--- config.mk ---
export PLATFORM = sky130hd
export DESIGN_NAME = int_to_fp_converter
export DESIGN_NICKNAME = d
export VERILOG_FILES = /design/src/rtl/fp_pkg.sv /design/src/rtl/fp16_round_pack.sv /design/src/rtl/int_to_fp_converter.sv
export SDC_FILE = /design/constraint.sdc
export NUM_CORES = 1
export LEC_CHECK = 0
export BUFFER_PORTS_ARGS = -buffer_cell sky130_fd_sc_hd__buf_2
export CAP_MARGIN = 20
export CELL_PAD_IN_SITES_DETAIL_PLACEMENT = 1
export CELL_PAD_IN_SITES_GLOBAL_PLACEMENT = 2
export CORE_MARGIN = 8
export CORE_UTILIZATION = 30
export CTS_CLUSTER_DIAMETER = 30
export DETAILED_ROUTE_END_ITERATION = 10
export GPL_TIMING_DRIVEN = 1
export PLACE_DENSITY = 0.79
export SKIP_LAST_GASP = 1
export SLEW_MARGIN = 20
export SYNTH_ARGS = -nofsm -noshare
export SYNTH_HDL_FRONTEND = slang
export SYNTH_HIERARCHICAL = 1
export SYNTH_SLANG_ARGS = --single-unit
--- constraint.sdc ---
create_clock -name clk -period 6.2 [get_ports clk]
set_clock_uncertainty 0.15 [all_clocks]
set_input_delay 0.93 -clock clk [delete_from_list [all_inputs] [get_ports clk]]
set_output_delay 0.93 -clock clk [all_outputs]
set_load 0.01 [all_outputs]
--- src/rtl/fp_pkg.sv ---
// Shared binary16 field widths, exponent constants and converter FSM states.
// Consumers: int_to_fp_converter, fp16_round_pack (rounding mode set by FP_ROUND_NEAREST_EN).
package fp_pkg;

    localparam int INT_W       = 16;
    localparam int FP16_W      = 16;
    localparam int FP16_EXP_W  = 5;
    localparam int FP16_MAN_W  = 10;
    localparam int EXP_BIAS    = 15;
    localparam int INT_MAX_EXP = 30;

    typedef enum logic [2:0] {
        IDLE = 3'd0,
        ABS  = 3'd1,
        NORM = 3'd2,
        PACK = 3'd3,
        DONE = 3'd4
    } state_t;

endpackage

--- src/rtl/fp16_round_pack.sv ---
// Combinational rounding and field packing of a normalized 16-bit magnitude into binary16.
// Macro FP_ROUND_NEAREST_EN selects round-to-nearest-even; otherwise truncation toward zero.
module fp16_round_pack
    import fp_pkg::*;
(
    input  logic                  sign,
    input  logic [FP16_EXP_W-1:0] exp,
    input  logic [INT_W-1:0]      mag,
    output logic [FP16_W-1:0]     r,
    output logic                  inexact
);

    logic [FP16_MAN_W-1:0] w_man;
    logic                  w_guard;
    logic                  w_sticky;
    logic [FP16_MAN_W-1:0] w_man_out;
    logic [FP16_EXP_W-1:0] w_exp_out;

    assign w_man    = mag[14:5];
    assign w_guard  = mag[4];
    assign w_sticky = |mag[3:0];

`ifdef FP_ROUND_NEAREST_EN
    logic                  w_inc;
    logic                  w_carry;
    logic [FP16_MAN_W-1:0] w_man_rnd;

    assign w_inc = w_guard & (w_sticky | w_man[0]);
    // A carry out of the mantissa leaves it all-zero and bumps the exponent;
    // the largest input (0x8000) has no guard bit, so exp cannot reach 31.
    assign {w_carry, w_man_rnd} = {1'b0, w_man} + {{FP16_MAN_W{1'b0}}, w_inc};
    assign w_man_out = w_man_rnd;
    assign w_exp_out = exp + {{(FP16_EXP_W-1){1'b0}}, w_carry};
`else
    assign w_man_out = w_man;
    assign w_exp_out = exp;
`endif

    always_comb begin
        r       = '0;
        inexact = 1'b0;
        if (mag != '0) begin
            r       = {sign, w_exp_out, w_man_out};
            inexact = w_guard | w_sticky;
        end
    end

endmodule

--- src/rtl/int_to_fp_converter.sv ---
// Multi-cycle signed 16-bit integer to binary16 converter, one normalize shift per cycle.
// Rounding mode chosen by macro FP_ROUND_NEAREST_EN (see fp16_round_pack).
//
// state | meaning
// IDLE  | in_ready high, waiting for in_valid
// ABS   | form magnitude, sign and starting exponent
// NORM  | shift magnitude left until bit 15 is set
// PACK  | round, pack and register result and flags
// DONE  | out_valid high, hold result until out_ready
module int_to_fp_converter
    import fp_pkg::*;
(
    input  logic              clk,
    input  logic              reset,
    input  logic              in_valid,
    output logic              in_ready,
    input  logic [INT_W-1:0]  x,
    output logic              out_valid,
    input  logic              out_ready,
    output logic [FP16_W-1:0] r,
    output logic              negative,
    output logic              zero,
    output logic              inexact
);

    state_t                r_state;
    state_t                w_next;
    logic [INT_W-1:0]      r_x;
    logic [INT_W-1:0]      r_mag;
    logic [FP16_EXP_W-1:0] r_exp;
    logic                  r_sign;
    logic [FP16_W-1:0]     r_res;
    logic                  r_neg;
    logic                  r_zero;
    logic                  r_inexact;

    logic [INT_W-1:0]      w_mag_abs;
    logic [FP16_W-1:0]     w_r;
    logic                  w_inexact;

    // -32768 negates to itself, which is exactly the unsigned magnitude 0x8000.
    assign w_mag_abs = r_x[INT_W-1] ? (~r_x + 16'd1) : r_x;

    always_ff @(posedge clk or posedge reset) begin
        if (reset) begin
            r_state <= IDLE;
        end else begin
            r_state <= w_next;
        end
    end

    always_comb begin
        w_next    = r_state;
        in_ready  = 1'b0;
        out_valid = 1'b0;
        case (r_state)
            IDLE: begin
                in_ready = 1'b1;
                if (in_valid) w_next = ABS;
            end
            ABS:  w_next = (w_mag_abs == '0) ? PACK : NORM;
            NORM: if (r_mag[INT_W-1]) w_next = PACK;
            PACK: w_next = DONE;
            DONE: begin
                out_valid = 1'b1;
                if (out_ready) w_next = IDLE;
            end
            default: w_next = IDLE;
        endcase
    end

    always_ff @(posedge clk or posedge reset) begin
        if (reset) begin
            r_x       <= '0;
            r_mag     <= '0;
            r_exp     <= '0;
            r_sign    <= 1'b0;
            r_res     <= '0;
            r_neg     <= 1'b0;
            r_zero    <= 1'b0;
            r_inexact <= 1'b0;
        end else begin
            case (r_state)
                IDLE: if (in_valid) r_x <= x;
                ABS: begin
                    r_mag  <= w_mag_abs;
                    r_sign <= r_x[INT_W-1];
                    r_exp  <= FP16_EXP_W'(INT_MAX_EXP);
                end
                NORM: begin
                    if (!r_mag[INT_W-1]) begin
                        r_mag <= r_mag << 1;
                        r_exp <= r_exp - 5'd1;
                    end
                end
                PACK: begin
                    r_res     <= w_r;
                    r_neg     <= w_r[FP16_W-1];
                    r_zero    <= (r_mag == '0);
                    r_inexact <= w_inexact;
                end
                default: ;
            endcase
        end
    end

    fp16_round_pack u_round_pack (
        .sign    (r_sign),
        .exp     (r_exp),
        .mag     (r_mag),
        .r       (w_r),
        .inexact (w_inexact)
    );

    assign r        = r_res;
    assign negative = r_neg;
    assign zero     = r_zero;
    assign inexact  = r_inexact;

endmodule

==> flow_summary.ini, run 1 <==
[setup_path]
r2r-end = r_state[0]
crit_family = simple AND/OR/NAND/NOR gates
cp_cell_sequence = nor4_2 > nand3_1 > o21a_1 > o311a_1 > nor4b_2 > a21o_1
cpPeakStageDelay_ns = 0.62
critPathKind = reg2reg
critPathLaunchType = flop
path_buf_inv = 0
path_max_fanout = 6
reg2reg_from = r_x[3]
crit_arrival_ns = 2.55
rrSetupSlack_ns = 3.78
required_ns = 6.33
critPathSlowestCell = nor4_2
end_kind = flop
ff2ff_path_depth = 6

[synth]
synth_cells = 296
yosys-top-cells-area = dfrtp_1, mux2_2, o21ai_0
syn_nets = 318
ys_async_sr_fraction_pct = 100
synth_flop_cell = dfrtp_1
ys_warn_count = 6
avgSynthCellArea_um2 = 10.3
synth_cell_type_count = 48
yosys_register_bits = 59
synth_top_cell_by_area = dfrtp_1
synth_edf_count = 0
yosysTopAreaCellShare_pct = 48.4
ys_seq_area_share_pct = 48.4
syn-cell-area_um2 = 3050

[global_routing]
grt_pass1_wl_um = 12600
grt_pass1_vias = 2436
grtUsageTotal_pct = 11.9
grt_max_degree = 60
gr-total-overflow = 0
antenna_found_initial = 0

[floorplan]
die_area_um2 = 13700
io_pins = 41
row_count = 37
die_h_um = 117
start_util_pct = 30.3
die_w_um = 117
fp.coreArea_um2 = 10100

[routing]
drtIter0Drc = 80
viasPerCell = 4.94
wl_met2_um = 3390
vias = 2280
ant_nets = 0
met3_length_um = 387
routedWlPerCell_um = 16.0
drtPass1Iterations = 4
wl_um = 7380
drc = 0
dr.max_layer_used = met4
drt-met1-wl_um = 3530

[cells_and_area]
fill_cells = 1171
area_growth_pct = 16.0
num_antenna_cells = 0
utilization_pct = 35.1
final_cell_area_um2 = 3540
drive_gt1_share_pct = 30.4
fin_nets = 344

[clock_tree]
path_clk_slew_ns = 0.07
cts-resized-gates = 0
ctsHoldBuffers = 0
cts_buffers = 9
clockBufferDepth = 2
clkSinkCount = 59
post_cts_buffers = 0
root_buffer = clkbuf_8
cts_max_level = 3
tritoncts = done
clock_latency_ns = 0.34

[power_and_ir_drop]
power.leakage_nw = 1.52
pwr-share-comb_pct = 39.9
peakVddDrop_mv = 0.242
p_int_mw = 1.16
clkPwrFrac_pct = 19.6
p_per_area_nw_per_um2 = 558
pwr-share-seq_pct = 40.5
switchingPower_uw = 812
finalPower_mw = 1.98
p_sw_share_pct = 41.1

[sta]
setup_ws_ns = 3.78
slew_headroom_pct = 32.7
rsz0062_at_grt = no
hold_viol_final = 0
fmax_mhz = 413
worst_slew_pin_slew_ns = 1.01
fin_crit_sh_pct = 39.0
setup_viol = 0
finalSetupTns_ns = 0
maxSlewViolCount = 0
period_needed_ns = 2.42

[min_path]
hold_path_depth = 2
min_to = r_sign
min_from = r_sign
hp-class = reg2reg

[placed_design]
gp_congestion = 0.796
io_buffer_count = 40
hpwl_um = 5240
pre_cts_ws_ns = 3.81
placed_area_um2 = 3330

[status]
outcome = finished clean

[flow_run]
maxCapViolCount = 0
## layout make-up
type                       count  area (µm²)  area share, %
multi-input combinational    201        1430           40.4
clock buffer                  10         138           3.89
sequential                    59        1480           41.7
clock inverter                 5        77.6           2.19
tap                          136         170           4.80
timing repair buffer          42         215           6.08
inverter                       9        33.8          0.954
## power by group through the flow
stage                     sequential, mW  clock (mW)  combinational, mW
after floorplan                    0.719           0              0.645
after global placement             0.794           0              0.780
after detailed placement           0.807           0              0.800
after CTS                          0.803       0.400              0.804
after global routing               0.842       0.413              0.890
final                              0.800       0.387              0.790
## Yosys cell counts (all sizes together), types with 2 or more instances
library cell   n
or4            4
clkbuf        20
a22oi         11
nand4          4
nor2          11
dfrtp         59
ha             2
xor2          13
or4b           2
nand2b         5
a31oi          3
o41ai          3
nor4           9
nor4b          2
or2            2
buf            7
nand2         31
a21boi         6
mux2i          2
xnor2          3
nor3          11
mux2          31
inv            9
a21oi          4
nand3          3
o21ai         25
## worst reg2reg max path, cell delays in order, from the launching register on
cell and delay, ns:
dfrtp_1 0.45, nor4_2 0.62, nand3_1 0.21, o21a_1 0.21, o311a_1 0.31, nor4b_2 0.27
a21o_1 0.14
## routing by layer
layer / vias to the layer above / GRT usage, %
met3: 10 / 3.80
met5: - / 0
met2: 41 / 18.4
li1: 1107 / -
met1: 1122 / 15.5
met4: 0 / 3.33
## worst max-delay path by stage
| stage | start | to | slack, ns | cells after the start |
|---|---|---|---|---|
| finish | r_x[3] | r_state[0] | 3.78 | 6 |
| global route | r_x[3] | r_state[0] | 3.54 | 6 |
| CTS | r_state[2] | in_ready | 3.78 | 2 |
| detailed placement | r_x[3] | r_state[0] | 3.81 | 6 |
| global placement | r_x[3] | r_state[0] | 3.86 | 6 |
| floorplan | reset | inexact | 3.66 | 1 |
## state kept, by name, summed over array words and instances, names as in the netlist
| register | flops |
|---|---|
| inexact | 1 |
| r_state | 3 |
| r_mag | 16 |
| r | 16 |
| r_x | 16 |
| r_sign | 1 |
| zero | 1 |
| r_exp | 5 |
## cells by family (layout without fill, tap and decap cells)
group,Yosys count,after routing,share of synthesized area [%]
simple gates,91,91,17.0
compound gates,59,59,12.4
flops,59,59,48.4
buf+inv,36,66,4.75
mux,33,33,12.1
xor+xnor,16,16,4.59
fa+ha+maj,2,2,0.820
## cell usage in the layout (no fill, tap or decap), drive strengths merged, types with 3 or more instances in the layout
cell type and count:
mux2 31, o41ai 3, nor2 11, xor2 13, a21boi 6, nand4 4
nand2 31, a21oi 4, nor3 11, inv 9, nor4 9, nand3 3
xnor2 3, dfrtp 59, a31oi 3, o21ai 25, nand2b 5, a22oi 11
or4 4, clkbuf 10, buf 42
## metrics by stage
step           hold WS, ns  cells
3_5_place_dp         0.317    447
3_3_place_gp         0.305    447
6_report             0.328    462
4_1_cts              0.335    462
2_1_floorplan        0.289    296
5_1_grt              0.373    462
Note: power is estimated with default switching activity, not from simulation.
==> run 2, diff against run 1 <==
--- a/config.mk
+++ b/config.mk
@@ -14,7 +14,7 @@
 export CTS_CLUSTER_DIAMETER = 30
 export DETAILED_ROUTE_END_ITERATION = 10
 export GPL_TIMING_DRIVEN = 1
-export PLACE_DENSITY = 0.79
+export PLACE_DENSITY = 0.81
 export SKIP_LAST_GASP = 1
 export SLEW_MARGIN = 20
 export SYNTH_ARGS = -nofsm -noshare
==> constraint.sdc (replaced) <==
create_clock -name clk -period 1.94 [get_ports clk]
set_clock_uncertainty 0.15 [all_clocks]
set_input_delay 0.291 -clock clk [delete_from_list [all_inputs] [get_ports clk]]
set_output_delay 0.291 -clock clk [all_outputs]
set_load 0.01 [all_outputs]
==> run 2 against run 1 <==
The flow now finishes with violations (setup timing); critical endpoint unchanged; core utilization up 6.1 points; flip-flop and latch count is the same; fmax grew 7.9%; die area is the same.
==> flow_summary.ini, run 2 (synthesis results as in run 1) <==
[global_routing]
grt_pass1_wl_um = 13100
gr-total-overflow = 0
grtUsageTotal_pct = 12.3
grt_max_degree = 60
grt_pass1_vias = 2617
antenna_found_initial = 0

[setup_path]
critPathLaunchType = flop
end_kind = flop
reg2reg_from = r_x[3]
crit_arrival_ns = 2.37
critPathKind = reg2reg
required_ns = 2.06
startpoint = r_x[3]
ff2ff_path_depth = 8
path_max_fanout = 6

[routing]
wl_um = 8100
drtPass1Iterations = 4
ant_nets = 0
viasPerCell = 4.88
routedWlPerCell_um = 15.7
drc = 0
drtIter0Drc = 90
vias = 2511

[sta]
slew_headroom_pct = 63.4
setup_viol = 6
hold_viol_final = 0
maxSlewViolCount = 0
fin_crit_sh_pct = 116
period_needed_ns = 2.24
worst_slew_pin_slew_ns = 0.548
fmax_mhz = 446
setup_ws_ns = -0.304
rsz0062_at_grt = yes

[power_and_ir_drop]
power.leakage_nw = 1.85
pwr-share-seq_pct = 30.6
p_sw_share_pct = 39.8
finalPower_mw = 7.51
clkPwrFrac_pct = 16.3
peakVddDrop_mv = 0.710
p_int_mw = 4.52
switchingPower_mw = 2.99
p_per_area_nw_per_um2 = 1800
pwr-share-comb_pct = 53.0

[min_path]
min_from = x[1]
hp-class = in2reg
hold_path_depth = 3

[floorplan]
io_pins = 41
die_w_um = 117
row_count = 37
die_h_um = 117
start_util_pct = 30.3
die_area_um2 = 13700
fp.coreArea_um2 = 10100

[cells_and_area]
final_cell_area_um2 = 4160
area_growth_pct = 36.4
final_cell_mix = dfrtp_1, buf_4, buf_2
drive_gt1_share_pct = 45.4
fin_nets = 397
num_antenna_cells = 0
final_common_cell = dfrtp_1
final_cells = 515

[clock_tree]
clkSinkCount = 59
tritoncts = done
root_buffer = clkbuf_8
path_clk_slew_ns = 0.07
cts_max_level = 3
cts_buffers = 9
clock_latency_ns = 0.34
clockBufferDepth = 2

[placed_design]
placed_area_um2 = 3690
pre_cts_ws_ns = -0.322
hpwl_um = 5760
gp_congestion = 0.870
placed_cells = 490
io_buffer_count = 40

[flow_run]
maxCapViolCount = 0

[status]
outcome = complete, but fails checks
violations = setup timing
-- run 2: cell types whose count changed in the layout (fill, tap and decap cells not counted), sizes merged --
cell | before | now
dlygate4sd3 | 0 | 2
buf | 42 | 93
-- run 2: cell type report --
class | count | area, µm²
Inverter | 9 | 36.3
Multi-Input combinational cell | 201 | 1610
Sequential cell | 59 | 1480
Clock buffer | 10 | 138
Fill cell | 1177 | 5930
Clock inverter | 5 | 77.6
Tap cell | 136 | 170
Timing Repair Buffer | 95 | 658
-- run 2: metrics by stage --
stage	TNS (ns)	hold slack (ns)	util, %
after floorplan	-0.253	0.248	-
after global placement	-0.472	0.221	36.5
after detailed placement	-0.741	0.228	36.5
after CTS	-0.652	0.00785	39.9
after global routing	-1.58	0.0162	41.2
final	-0.817	0.0218	41.2
-- run 2: final timing paths --
path | end | slack, ns
setup reg to reg | r_state[0] | -0.30
hold / removal | r_x[1] | 0.02
setup / recovery | r_state[0] | -0.30
min in group asynchronous | r_x[3] | 0.41
max in group asynchronous | r_mag[9] | 0.97
hold reg to reg | zero | 0.32
-- run 2: power by group through the flow --
| stage | sequential (mW) | clock (mW) | combinational [mW] |
|---|---|---|---|
| 6_report | 2.30 | 1.23 | 3.98 |
| 5_1_grt | 2.38 | 1.32 | 4.37 |
| 4_1_cts | 2.29 | 1.28 | 3.74 |
| 3_5_place_dp | 2.30 | 0 | 3.47 |
| 3_3_place_gp | 2.27 | 0 | 3.38 |
| 2_1_floorplan | 2.31 | 0 | 2.08 |
-- run 2: timing repair --
| item | CTS | global route |
|---|---|---|
| setup buffers | 5 | 4 |
| hold buffers | 2 | 0 |
| endpoints found under the setup margin | 8 | 16 |
| gates resized for setup | 13 | 27 |
| pin swaps | 6 | 16 |
| endpoints found under the hold margin | 60 | 0 |
-- run 2: metal layers --
metal | global-route usage [%] | routed length, µm | part of all wire (%)
met1 | 14.7 | 3500 | 43
met2 | 20.8 | 4160 | 51
met5 | 0 | 0 | 0
met4 | 4.27 | 102 | 1.3
met3 | 3.39 | 337 | 4.2
-- run 2: worst max-delay path: stages, from the launching register on --
cell     delay (ns)
dfrtp_1        0.42
buf_6          0.14
nor4_4         0.24
buf_4          0.19
nand3_1        0.15
o21a_1         0.21
o311a_1        0.31
nor4b_2        0.22
a21o_1         0.14
==> run 3, diff against run 2 <==
--- a/config.mk
+++ b/config.mk
@@ -15,9 +15,9 @@
 export DETAILED_ROUTE_END_ITERATION = 10
 export GPL_TIMING_DRIVEN = 1
 export PLACE_DENSITY = 0.81
+export SETUP_SLACK_MARGIN = 0.02
 export SKIP_LAST_GASP = 1
 export SLEW_MARGIN = 20
 export SYNTH_ARGS = -nofsm -noshare
 export SYNTH_HDL_FRONTEND = slang
-export SYNTH_HIERARCHICAL = 1
 export SYNTH_SLANG_ARGS = --single-unit
==> run 3 against run 2 <==
The flow still finishes with violations (setup timing); via count is 0.36% lower; largest power group unchanged; routed wire length grew 6.3%; register-to-register slack worse by 0.07 ns; cell count decreased by 0.97%; synthesized area is 5.2% lower; combinational power up 5%; highest routed layer unchanged; non-clock buffer count is 9 higher; worst hold slack got worse by 0.012 ns; die area down 4.5%; clock power decreased by 19%.
==> flow_summary.ini, run 3 <==
[min_path]
min_from = x[11]
min_to = r_x[11]
hold_path_depth = 3
hp-class = in2reg

[synth]
ys_async_sr_fraction_pct = 100
yosysTopAreaCellShare_pct = 51.0
synthTopCellsByCount = dfrtp_1, nand2_1, o21ai_1
ys_seq_area_share_pct = 51.0
synth_top_cell_by_area = dfrtp_1
synth_cell_type_count = 47
yosys-top-cells-area = dfrtp_1, mux2_1, nand2_1
synth_top_family_by_area = compound AO/OA/AOI/OAI gates
syn_nets = 298
avgSynthCellArea_um2 = 10.5
syn-cell-area_um2 = 2890
synth_cells = 276
synth_xor_area_share_pct = 5.14
yosysMostFrequentCell = dfrtp_1
muxShareOfSynthArea_pct = 6.96
synth_edf_count = 0
synth-adder-area-share_pct = 0.865
yosys_register_bits = 59
synth_compound_area_share_pct = 16.8
synth-simple-area-share_pct = 15.0
synth_flop_cell = dfrtp_1
ys_warn_count = 0

[power_and_ir_drop]
peakVddDrop_mv = 0.527
power.leakage_nw = 1.85
p_per_area_nw_per_um2 = 1830

[clock_tree]
path_clk_slew_ns = 0.07
cts_max_level = 3
clkSinkCount = 59
cts_buffers = 9
clockBufferDepth = 2
clock_latency_ns = 0.35
root_buffer = clkbuf_8
tritoncts = done

[cells_and_area]
final_cell_mix = dfrtp_1, buf_4, buf_2
drive_gt1_share_pct = 40.1
final_cell_area_um2 = 4070
fin_nets = 395
area_growth_pct = 40.8
final_cells = 510
final_common_cell = dfrtp_1
fill_cells = 1093
num_antenna_cells = 0

[sta]
hold_viol_final = 0
rsz0062_at_grt = yes
fmax_mhz = 432
fin_crit_sh_pct = 119
slew_headroom_pct = 60.5
setup_viol = 7
worst_slew_pin_slew_ns = 0.592
fin_hold_ws_ns = 0.00945
maxSlewViolCount = 0
setup_ws_ns = -0.375
period_needed_ns = 2.32

[global_routing]
grt_max_degree = 24
grt_pass1_vias = 2768
grt_pass1_wl_um = 14000
antenna_found_initial = 0
gr-total-overflow = 0
grtUsageTotal_pct = 13.8

[routing]
drc = 0
ant_nets = 0
vias = 2502
viasPerCell = 4.91
wl_um = 8610
drtPass1Iterations = 4
routedWlPerCell_um = 16.9
drtIter0Drc = 106

[placed_design]
placed_area_um2 = 3630
hpwl_um = 6020
gp_congestion = 0.837
pre_cts_ws_ns = -0.384
placed_cells = 483
io_buffer_count = 40

[setup_path]
path_buf_inv = 1
required_ns = 2.07
reg2reg_from = r_x[1]
rrSetupSlack_ns = -0.38
r2r-end = r_state[0]
end_kind = flop
critPathKind = reg2reg
cp_cell_sequence = inv_2 > ha_4 > or4b_4 > o41ai_4 > nand2_2 > a2111oi_4 > a41o_1
ff2ff_path_depth = 7
crit_arrival_ns = 2.44
critPathSlowestCell = or4b_4
path_max_fanout = 4
cpPeakStageDelay_ns = 0.51
crit_family = compound AO/OA/AOI/OAI gates
critPathLaunchType = flop

[floorplan]
die_w_um = 114
row_count = 36
die_area_um2 = 13000
fp.coreArea_um2 = 9550
io_pins = 41
start_util_pct = 30.3
die_h_um = 114

[flow_run]
maxCapViolCount = 0

[status]
violations = setup timing
outcome = complete, but fails checks
run 3: cell count changes after synthesis, moves of 6 or more:
cell / change
mux2_2: -30
o21ai_0: -22
xnor2_1: +6
o21ai_1: +19
a22o_1: +13
mux2_1: +16
clkbuf_1: -7
run 3: logic make-up after synthesis:
family | Yosys count
fa+ha+maj | 2
mux | 18
compound gates | 67
simple gates | 85
xor+xnor | 17
buf+inv | 28
flops | 59
run 3: repair_timing:
| item | 4_1_cts | 5_1_grt |
|---|---|---|
| hold endpoints to repair | 19 | 1 |
| cloned | 0 | 0 |
| resized for setup | 15 | 15 |
| endpoints found under the setup margin | 17 | 24 |
| pin swaps | 13 | 9 |
| buffers inserted | 6 | 5 |
| hold buffers | 1 | 1 |
run 3: worst register-to-register path: stages (launching register included):
cell and delay, ns:
dfrtp_1 0.40, inv_2 0.09, ha_4 0.14, or4b_4 0.51
o41ai_4 0.29, nand2_2 0.12, a2111oi_4 0.34, a41o_1 0.21
run 3: layout make-up:
cell class | count | area (µm²) | area share (%)
clock buffer | 10 | 138 | 3.38
tap | 133 | 166 | 4.08
inverter | 10 | 37.5 | 0.921
clock inverter | 5 | 30.0 | 0.737
multi-input combinational | 189 | 1500 | 36.8
timing repair buffer | 104 | 726 | 17.8
sequential | 59 | 1480 | 36.2
run 3: stage by stage:
| step | util [%] | power, mW | TNS (ns) |
|---|---|---|---|
| 2_1_floorplan | - | 4.36 | -0.464 |
| 4_1_cts | 41.1 | 7.20 | -1.12 |
| 6_report | 42.7 | 7.47 | -1.27 |
| 5_1_grt | 42.7 | 8.03 | -1.93 |
| 3_3_place_gp | 38.1 | 5.82 | -0.824 |
| 3_5_place_dp | 38.1 | 5.98 | -1.01 |
run 3: report_power, final:
group          leakage [nW]  switching (mW)  total (mW)  internal (mW)
sequential            0.721           0.492        2.30           1.81
combinational          1.05            2.14        4.17           2.03
clock                0.0839           0.514       0.997          0.483
total                  1.85            3.14        7.47           4.32
run 3: how the worst max path moves through the flow:
stage                from  slack, ns  cells after the start          to
2_1_floorplan      r_x[1]      -0.33                      7  r_state[0]
3_3_place_gp   r_state[2]      -0.33                      5  r_state[0]
3_5_place_dp   r_state[2]      -0.38                      5  r_state[0]
4_1_cts            r_x[1]      -0.34                      7  r_state[0]
5_1_grt            r_x[1]      -0.47                      7  r_state[0]
6_report           r_x[1]      -0.38                      7  r_state[0]
run 3: layer usage:
layer | GRT usage [%] | vias up | part of all wire, %
met4 | 5.06 | 0 | 1.5
met2 | 22.8 | 57 | 49
li1 | - | 1190 | -
met5 | 0 | - | 0
met1 | 16.3 | 1245 | 45
met3 | 4.38 | 10 | 4.7
